### src/rtl/lcd_write_ctrl.sv
// Write-only HD44780 character-LCD controller: runs the power-on init sequence,
// then turns {RS, byte} requests into setup / EN pulse / hold / command-wait pin timing.
module lcd_write_ctrl #(
  parameter int unsigned SETUP_CYC     = 2,
  parameter int unsigned EN_HIGH_CYC   = 12,
  parameter int unsigned HOLD_CYC      = 2,
  parameter int unsigned CMD_WAIT_CYC  = 2000,
  parameter int unsigned LONG_WAIT_CYC = 82000,
  parameter int unsigned PWR_WAIT_CYC  = 750000
) (
  input  logic       i_clk,
  input  logic       i_rst,
  input  logic       i_req_vld,
  input  logic       i_req_rs,
  input  logic [7:0] i_req_data,
  output logic       o_req_rdy,
  output logic       o_init_done,
  output logic       o_lcd_on,
  output logic       o_lcd_rs,
  output logic       o_lcd_rw,
  output logic       o_lcd_en,
  output logic [7:0] o_lcd_data
);

  localparam int unsigned MAX_A   = (SETUP_CYC > EN_HIGH_CYC) ? SETUP_CYC : EN_HIGH_CYC;
  localparam int unsigned MAX_B   = (HOLD_CYC > CMD_WAIT_CYC) ? HOLD_CYC : CMD_WAIT_CYC;
  localparam int unsigned MAX_C   = (LONG_WAIT_CYC > PWR_WAIT_CYC) ? LONG_WAIT_CYC : PWR_WAIT_CYC;
  localparam int unsigned MAX_AB  = (MAX_A > MAX_B) ? MAX_A : MAX_B;
  localparam int unsigned MAX_CYC = (MAX_AB > MAX_C) ? MAX_AB : MAX_C;
  localparam int unsigned CNT_W   = $clog2(MAX_CYC + 1);

  typedef enum logic [2:0] {
    PWR_WAIT,
    INIT_LOAD,
    SETUP,
    EN_HI,
    HOLD,
    WAIT,
    IDLE
  } state_t;

  state_t            state, state_n;
  logic [CNT_W-1:0]  cnt, cnt_n;
  logic [1:0]        idx, idx_n;
  logic              rs_q, rs_n;
  logic [7:0]        data_q, data_n;
  logic              done_q, done_n;
  logic              rdy_q, en_q, on_q;
  logic [7:0]        init_byte;
  logic              long_wait;
  logic              cnt_last;

  always_comb begin
    init_byte = 8'h38;
    case (idx)
      2'd0: init_byte = 8'h38;
      2'd1: init_byte = 8'h0C;
      2'd2: init_byte = 8'h01;
      2'd3: init_byte = 8'h06;
      default: init_byte = 8'h38;
    endcase
  end

  // Clear and return-home instructions need the long post-pulse wait.
  assign long_wait = !rs_q && (data_q[7:2] == '0) && (data_q[1:0] != '0);
  assign cnt_last  = (cnt == CNT_W'(1));

  always_comb begin
    state_n = state;
    cnt_n   = cnt;
    idx_n   = idx;
    rs_n    = rs_q;
    data_n  = data_q;
    done_n  = done_q;
    case (state)
      PWR_WAIT: begin
        if (cnt_last) state_n = INIT_LOAD;
        else          cnt_n   = cnt - CNT_W'(1);
      end
      INIT_LOAD: begin
        rs_n    = 1'b0;
        data_n  = init_byte;
        state_n = SETUP;
        cnt_n   = CNT_W'(SETUP_CYC);
      end
      SETUP: begin
        if (cnt_last) begin
          state_n = EN_HI;
          cnt_n   = CNT_W'(EN_HIGH_CYC);
        end else begin
          cnt_n = cnt - CNT_W'(1);
        end
      end
      EN_HI: begin
        if (cnt_last) begin
          state_n = HOLD;
          cnt_n   = CNT_W'(HOLD_CYC);
        end else begin
          cnt_n = cnt - CNT_W'(1);
        end
      end
      HOLD: begin
        if (cnt_last) begin
          state_n = WAIT;
          cnt_n   = long_wait ? CNT_W'(LONG_WAIT_CYC) : CNT_W'(CMD_WAIT_CYC);
        end else begin
          cnt_n = cnt - CNT_W'(1);
        end
      end
      WAIT: begin
        if (!cnt_last) begin
          cnt_n = cnt - CNT_W'(1);
        end else if (done_q) begin
          state_n = IDLE;
        end else if (idx == 2'd3) begin
          done_n  = 1'b1;
          state_n = IDLE;
        end else begin
          idx_n   = idx + 2'd1;
          state_n = INIT_LOAD;
        end
      end
      IDLE: begin
        if (i_req_vld) begin
          rs_n    = i_req_rs;
          data_n  = i_req_data;
          state_n = SETUP;
          cnt_n   = CNT_W'(SETUP_CYC);
        end
      end
      default: state_n = PWR_WAIT;
    endcase
  end

  // Pin-facing flags are registered from the next state so they line up with it.
  always_ff @(posedge i_clk) begin
    if (i_rst) begin
      state  <= PWR_WAIT;
      cnt    <= CNT_W'(PWR_WAIT_CYC);
      idx    <= '0;
      rs_q   <= 1'b0;
      data_q <= '0;
      done_q <= 1'b0;
      rdy_q  <= 1'b0;
      en_q   <= 1'b0;
      on_q   <= 1'b0;
    end else begin
      state  <= state_n;
      cnt    <= cnt_n;
      idx    <= idx_n;
      rs_q   <= rs_n;
      data_q <= data_n;
      done_q <= done_n;
      rdy_q  <= (state_n == IDLE);
      en_q   <= (state_n == EN_HI);
      on_q   <= 1'b1;
    end
  end

  assign o_req_rdy   = rdy_q;
  assign o_init_done = done_q;
  assign o_lcd_on    = on_q;
  assign o_lcd_rs    = rs_q;
  assign o_lcd_rw    = 1'b0;
  assign o_lcd_en    = en_q;
  assign o_lcd_data  = data_q;

endmodule

### config.mk
export PLATFORM = sky130hd
export DESIGN_NAME = lcd_write_ctrl
export DESIGN_NICKNAME = d
export VERILOG_FILES = /design/src/rtl/lcd_write_ctrl.sv
export SDC_FILE = /design/constraint.sdc
export NUM_CORES = 1
export LEC_CHECK = 0
export BUFFER_PORTS_ARGS = -buffer_cell sky130_fd_sc_hd__buf_2
export CAP_MARGIN = 20
export CORE_ASPECT_RATIO = 1.4
export CORE_MARGIN = 2
export CORE_UTILIZATION = 33
export DETAILED_ROUTE_END_ITERATION = 8
export GPL_TIMING_DRIVEN = 0
export HOLD_SLACK_MARGIN = 0.08
export PLACE_DENSITY = 0.57
export SLEW_MARGIN = 0
export SYNTH_ARGS = -nofsm -noshare
export SYNTH_HDL_FRONTEND = slang
export SYNTH_SLANG_ARGS = --single-unit
### constraint.sdc
create_clock -name i_clk -period 2.1 [get_ports i_clk]
set_input_delay 0.42 -clock i_clk [delete_from_list [all_inputs] [get_ports i_clk]]
set_output_delay 0.42 -clock i_clk [all_outputs]
set_load 0.02 [all_outputs]
# --- After elaboration in Yosys (flattened, before gate mapping) ---
# Cells that the tools add are included.
op_classes:
  n_addsub: 2
  n_mul: 0
  n_div: 0
  order_cmp: 0
  eq_ne: 14
  n_shift: 0
  n_mux: 24
  bitwise_logic: 2
  reduce_logical: 14
op_table:
  columns: ["operator", "n"]
  rows:
  - ["20-bit case mux with 6 select lines", 1]
  - ["20-bit two-way mux", 5]
  - ["8-bit case mux with 4 select lines", 1]
  - ["3-bit two-way mux", 8]
  - ["3-bit case mux with 7 select lines", 1]
  - ["20-bit by 1-bit == test with 1-bit output, second input constant", 1]
  - ["20-bit by 1-bit subtractor with 20-bit output, second input constant", 1]
  - ["17-bit two-way mux", 1]
  - ["8-bit case mux with 2 select lines", 1]
  - ["3-bit == test, second input constant", 4]
  - ["3-bit by 2-bit == test with 1-bit output, second input constant", 3]
  - ["8-bit two-way mux", 1]
  - ["6-bit logical NOT", 1]
  - ["6-bit nonzero test", 1]
  - ["2-bit == test, second input constant", 2]
  - ["1-bit two-way mux", 4]
  - ["2-bit inequality test, second input constant", 2]
  - ["2-bit AND reduction", 2]
  - ["4-bit AND reduction", 1]
  - ["2-bit nonzero test", 2]
  - ["3-bit by 1-bit == test with 1-bit output, second input constant", 1]
  - ["3-bit logical NOT", 1]
  - ["3-bit AND reduction", 1]
  - ["2-bit by 1-bit adder with 2-bit output, second input constant", 1]
  - ["other kinds (7)", 9]
word_totals:
  ff_bits: 38
  latch_bits: 0
  ram_bits: 0
  rom_bits: 0
  input_bits: 12
  output_inout_bits: 14
  mem_count: 0

# --- Longest topological paths before layout ---
depth:
  depth_word: 6
  depth_mapped: 9
  depth_no_buf: 8

# --- Least setup slack after synthesis ---
# OpenSTA, ideal clock, no wires.
synth_path:
  path_type: "reg2reg"
  startpoint: "reg cnt[11]"
  endpoint: "reg cnt[4]"
  setup_time_ns: 0.134
  arrival_ns: 2.080
  required_time_ns: 1.966
  setup_slack_ns: -0.114
  stages_incl_launch_ff: 7
  path_buffers: 0
  synth_period_minus_slack_ns: 2.214
  cell_sequence: "dfxtp_1 or4_4 and4b_1 nand2_2 a311oi_2 nor2_1 or4_1"
synth_between:
  elab_chain_len: 3
  word_cells_on_any_way: 7
synth_lines:
  columns: ["element", "line_no", "source"]
  rows:
  - ["start, declared", "43", "logic [CNT_W-1:0] cnt, cnt_n;"]
  - ["start signal, assigned", "139", "cnt <= CNT_W'(PWR_WAIT_CYC);"]
  - ["start signal, assigned", "149", "cnt <= cnt_n;"]
  - ["20-bit by 1-bit == test with 1-bit output (*)", "66", "assign cnt_last = (cnt == CNT_W'(1));"]
  - ["20-bit two-way mux, or another cell as far along", "103", "if (cnt_last) begin"]
  - ["20-bit case mux with 6 select lines / 3-bit AND reduction (equally long branches)", null, null]
# Mark *: on every way between the ends. The rest lies on a longest branch, timed or not.
# A chain may end at the register's enable or synchronous reset.

# --- Worst setup path in the final report ---
layout_path:
  startpoint: "reg cnt[14]"
  endpoint: "reg cnt[0]"
# The elaborated chain is that of the path after synthesis.

==> run_summary.xml <==
<?xml version="1.0" encoding="UTF-8"?>
<metrics>
  <group name="synth">
    <metric name="yosys.cell_types.count" unit="">61</metric>
    <metric name="synth-seq-area-share" unit="%">34.4</metric>
    <metric name="yosys_warnings" unit="">0</metric>
    <metric name="synth-seq-cells" unit="">38</metric>
    <metric name="synth_edf_count" unit="">0</metric>
    <metric name="netlist_instances" unit="">278</metric>
    <metric name="synthesis.area" unit="um2">2210</metric>
    <metric name="syn-num-nets" unit="">296</metric>
    <metric name="synth_top_flop_cell" unit="">sky130_fd_sc_hd__dfxtp_1</metric>
    <metric name="synth-async-reset-ratio" unit="%">0</metric>
    <metric name="syn-mean-instance-area" unit="um2">7.97</metric>
  </group>
  <group name="sta">
    <metric name="setup_repair_after_global_routing_missed_its_margin" unit="">yes</metric>
    <metric name="post-route-min-period" unit="ps">2260</metric>
    <metric name="setup_failing_eps_final" unit="">23</metric>
    <metric name="finalCritPeriodShare" unit="%">108</metric>
    <metric name="worst-slew-pin-transition" unit="ps">551</metric>
    <metric name="highest_attainable_clock_frequency" unit="GHz">0.443</metric>
    <metric name="final.setup.tns" unit="ps">-2280</metric>
    <metric name="finalMaxSlewViolations" unit="">0</metric>
    <metric name="worst_slack" unit="ps">-160</metric>
    <metric name="relSlewSlack" unit="%">63.3</metric>
    <metric name="final-hold-violation-count" unit="">0</metric>
    <metric name="clock_skew" unit="ps">4.68</metric>
  </group>
  <group name="final_layout">
    <metric name="most_frequent_cells_in_the_layout" unit="">sky130_fd_sc_hd__nor2_1, sky130_fd_sc_hd__dfxtp_1, sky130_fd_sc_hd__buf_2</metric>
    <metric name="layout-drive-gt1-share" unit="%">29.2</metric>
    <metric name="antenna_cells_inserted" unit="">0</metric>
    <metric name="final-seq-area" unit="um2">768</metric>
    <metric name="n_fill_cell" unit="">656</metric>
    <metric name="post-route-util" unit="%">43.3</metric>
    <metric name="finish.net_count" unit="">347</metric>
    <metric name="layout.cells.most_common" unit="">sky130_fd_sc_hd__nor2_1</metric>
    <metric name="syn_to_final_growth" unit="%">27.5</metric>
    <metric name="multi_input_comb_area" unit="um2">1520</metric>
  </group>
  <group name="worst_setup_path">
    <metric name="rrSetupSlack" unit="ps">-160</metric>
    <metric name="cp_slowest_cell" unit="">sky130_fd_sc_hd__or4_4</metric>
    <metric name="endpoint_kind" unit="">register</metric>
    <metric name="cells_traversed_along_the_worst_timing_path" unit="">or4_4 &gt; nand4b_4 &gt; buf_2 &gt; o311ai_0 &gt; o21ai_1 &gt; nand2_1 &gt; nor2_1</metric>
    <metric name="crit_path_max_fanout" unit="">6</metric>
    <metric name="critical_path.n_buffers_inverters" unit="">1</metric>
    <metric name="cp_top_family" unit="">simple AND/OR/NAND/NOR gates</metric>
    <metric name="max_incr_delay_on_cp" unit="ps">540</metric>
    <metric name="cp-start-kind" unit="">register</metric>
    <metric name="critPathRequiredTime" unit="ps">2280</metric>
    <metric name="timing_worst_setup_path_type" unit="">register to register</metric>
    <metric name="cp_data_arrival_time" unit="ps">2440</metric>
  </group>
  <group name="floorplanning">
    <metric name="chipWidth" unit="um">73.2</metric>
    <metric name="floorplan.initialDensity" unit="%">33.9</metric>
    <metric name="rows" unit="">35</metric>
    <metric name="num_io_pins" unit="">26</metric>
    <metric name="die_height" unit="um">101</metric>
    <metric name="core_area" unit="um2">6530</metric>
    <metric name="die-area" unit="um2">7390</metric>
  </group>
  <group name="clock_network">
    <metric name="clockRootBuffer" unit="">sky130_fd_sc_hd__clkbuf_8</metric>
    <metric name="tritoncts_num_sinks" unit="">38</metric>
    <metric name="ctsHtreeMaxLevel" unit="">2</metric>
    <metric name="number_of_cts_inserted_buffers" unit="">5</metric>
    <metric name="cts.hold.buffers_added" unit="">0</metric>
    <metric name="cts_tree" unit="">done</metric>
    <metric name="clk_latency" unit="ps">300</metric>
    <metric name="cts-root-to-sink-buffers" unit="">2</metric>
    <metric name="cts.clk_slew.worst_paths" unit="ps">80</metric>
  </group>
  <group name="place">
    <metric name="dp_hpwl" unit="um">4450</metric>
    <metric name="gp_congestion" unit="">0.892</metric>
    <metric name="place.port_buffers" unit="">23</metric>
  </group>
  <group name="global_route">
    <metric name="maximum_number_of_pins_on_one_net_before_global_route_repair" unit="">11</metric>
    <metric name="gr-total-overflow" unit="">0</metric>
    <metric name="grt_first_pass_wirelength" unit="um">10400</metric>
    <metric name="number_of_antenna_violations_at_the_first_check_in_global_routing" unit="">0</metric>
    <metric name="grtUsageTotal" unit="%">18.0</metric>
    <metric name="grt_pass1_vias" unit="">2134</metric>
  </group>
  <group name="detailed_routing">
    <metric name="detail_route.vias_per_cell" unit="">5.74</metric>
    <metric name="dr.max_layer_used" unit="">met4</metric>
    <metric name="wl_met3" unit="um">244</metric>
    <metric name="num_vias" unit="">2312</metric>
    <metric name="detail_route.wirelength.met1" unit="um">2700</metric>
    <metric name="detailroute.wirelength.met2" unit="um">3420</metric>
    <metric name="route.detailed.drc" unit="">0</metric>
    <metric name="firstDrtPassIters" unit="">5</metric>
    <metric name="detailedRoute.firstIterationViolations" unit="">92</metric>
    <metric name="routed_wl" unit="um">6520</metric>
    <metric name="ant_nets" unit="">0</metric>
    <metric name="route.detailed.wl_per_inst" unit="um">16.2</metric>
  </group>
  <group name="status">
    <metric name="run_status" unit="">complete, but fails checks</metric>
    <metric name="failed_checks" unit="">setup timing</metric>
  </group>
  <group name="min_path">
    <metric name="worst_hold_check_path_type" unit="">input port to register</metric>
  </group>
  <group name="power_and_ir_drop">
    <metric name="post-layout-total-power" unit="mW">1.46</metric>
    <metric name="total_leakage_power" unit="nW">1.12</metric>
    <metric name="cellPowerDensity" unit="nW/um2">517</metric>
    <metric name="maximum_resistive_drop_on_vdd" unit="V">0.000256</metric>
  </group>
  <group name="flow_run">
    <metric name="max_cap_viols" unit="">0</metric>
  </group>
</metrics>
state kept, by name (all words and copies together) (netlist names), 2 cells and up:
register and count:
cnt 20, o_lcd_data 8, state 3, idx 2
cells in the mapped netlist (2+ instances only):
cell type,n,area (um2)
sky130_fd_sc_hd__nor2_1,40,150
sky130_fd_sc_hd__dfxtp_1,38,761
sky130_fd_sc_hd__nand2_1,24,90.1
sky130_fd_sc_hd__a21oi_1,21,105
sky130_fd_sc_hd__o21ai_0,18,90.1
sky130_fd_sc_hd__nor3_1,13,65.1
sky130_fd_sc_hd__clkbuf_1,9,33.8
sky130_fd_sc_hd__inv_1,9,33.8
sky130_fd_sc_hd__xnor2_1,9,78.8
sky130_fd_sc_hd__nor4_1,8,50.1
sky130_fd_sc_hd__a31oi_1,7,43.8
sky130_fd_sc_hd__nand3_1,7,35.0
sky130_fd_sc_hd__ha_1,6,75.1
sky130_fd_sc_hd__o311ai_0,5,43.8
sky130_fd_sc_hd__or3_1,5,31.3
sky130_fd_sc_hd__and2_1,4,25.0
sky130_fd_sc_hd__nand2b_1,4,25.0
sky130_fd_sc_hd__o31ai_1,3,22.5
sky130_fd_sc_hd__a311oi_1,2,17.5
sky130_fd_sc_hd__nand4_1,2,12.5
sky130_fd_sc_hd__nor4b_2,2,30.0
sky130_fd_sc_hd__o32ai_1,2,17.5
sky130_fd_sc_hd__xor2_1,2,17.5
what timing repair did:
item | CTS | global route
resized for setup | 25 | 28
setup buffers | 10 | 11
hold endpoints to repair | 0 | 0
setup endpoints to repair | 28 | 35
pin swaps | 7 | 20
cells by family (layout without fill, tap and decap cells):
group	count (synthesis)	after routing	synth area share, %
compound gates	75	75	23.2
xor+xnor	11	11	4.35
fa+ha+maj	6	6	3.39
buf+inv	22	73	4.24
flops	38	38	34.4
mux	1	1	0.452
other cells	1	1	0.169
simple gates	124	124	29.9
final cells by class:
type	instances	share of cell area (%)
Buffer	12	2.04
Inverter	10	1.33
Tap cell	74	3.28
Sequential cell	38	27.2
Timing Repair Buffer	44	9.57
Multi-Input combinational cell	218	53.9
Clock buffer	7	2.70
power by group:
group / internal [mW] / leakage (nW) / switching, mW
Clock: 0.229 / 0.0383 / 0.261
Combinational: 0.0868 / 0.776 / 0.107
Sequential: 0.743 / 0.308 / 0.0334
Total: 1.06 / 1.12 / 0.401
final timing paths:
path,startpoint,endpoint,cells after the start
worst max-delay path,cnt[14]$_SDFFE_PP1P_,cnt[0]$_SDFFE_PP0P_,7
worst min register to register,o_lcd_data[7]$_SDFFE_PP0P_,o_lcd_data[7]$_SDFFE_PP0P_,2
worst max register to register,cnt[14]$_SDFFE_PP1P_,cnt[0]$_SDFFE_PP0P_,7
worst min-delay path,i_req_data[6],o_lcd_data[6]$_SDFFE_PP0P_,3
stage by stage:
stage / area (um2) / setup WS (ps) / hold WS [ps] / instances
6_report: 2820 / -160 / 374 / 403
5_1_grt: 2820 / -214 / 390 / 403
4_1_cts: 2640 / -72.0 / 374 / 392
3_5_place_dp: 2430 / -363 / 459 / 375
3_3_place_gp: 2430 / -429 / 456 / 375
2_1_floorplan: 2220 / -47.8 / 461 / 278
routing by layer:
metal | track usage (%) | vias up
li1 | - | 1119
met1 | 21.0 | 1109
met2 | 31.5 | 68
met3 | 3.40 | 16
met4 | 7.69 | 0
met5 | 0 | -
worst min-delay path, delay by kind of cell:
| kind | cells | cell delay (ps) |
|---|---|---|
| buffers and inverters | 1 | 100 |
| AND/OR/NAND/NOR | 1 | 50 |
| AO/OA/AOI/OAI | 1 | 60 |
Power figures use the tool's default switching activity.
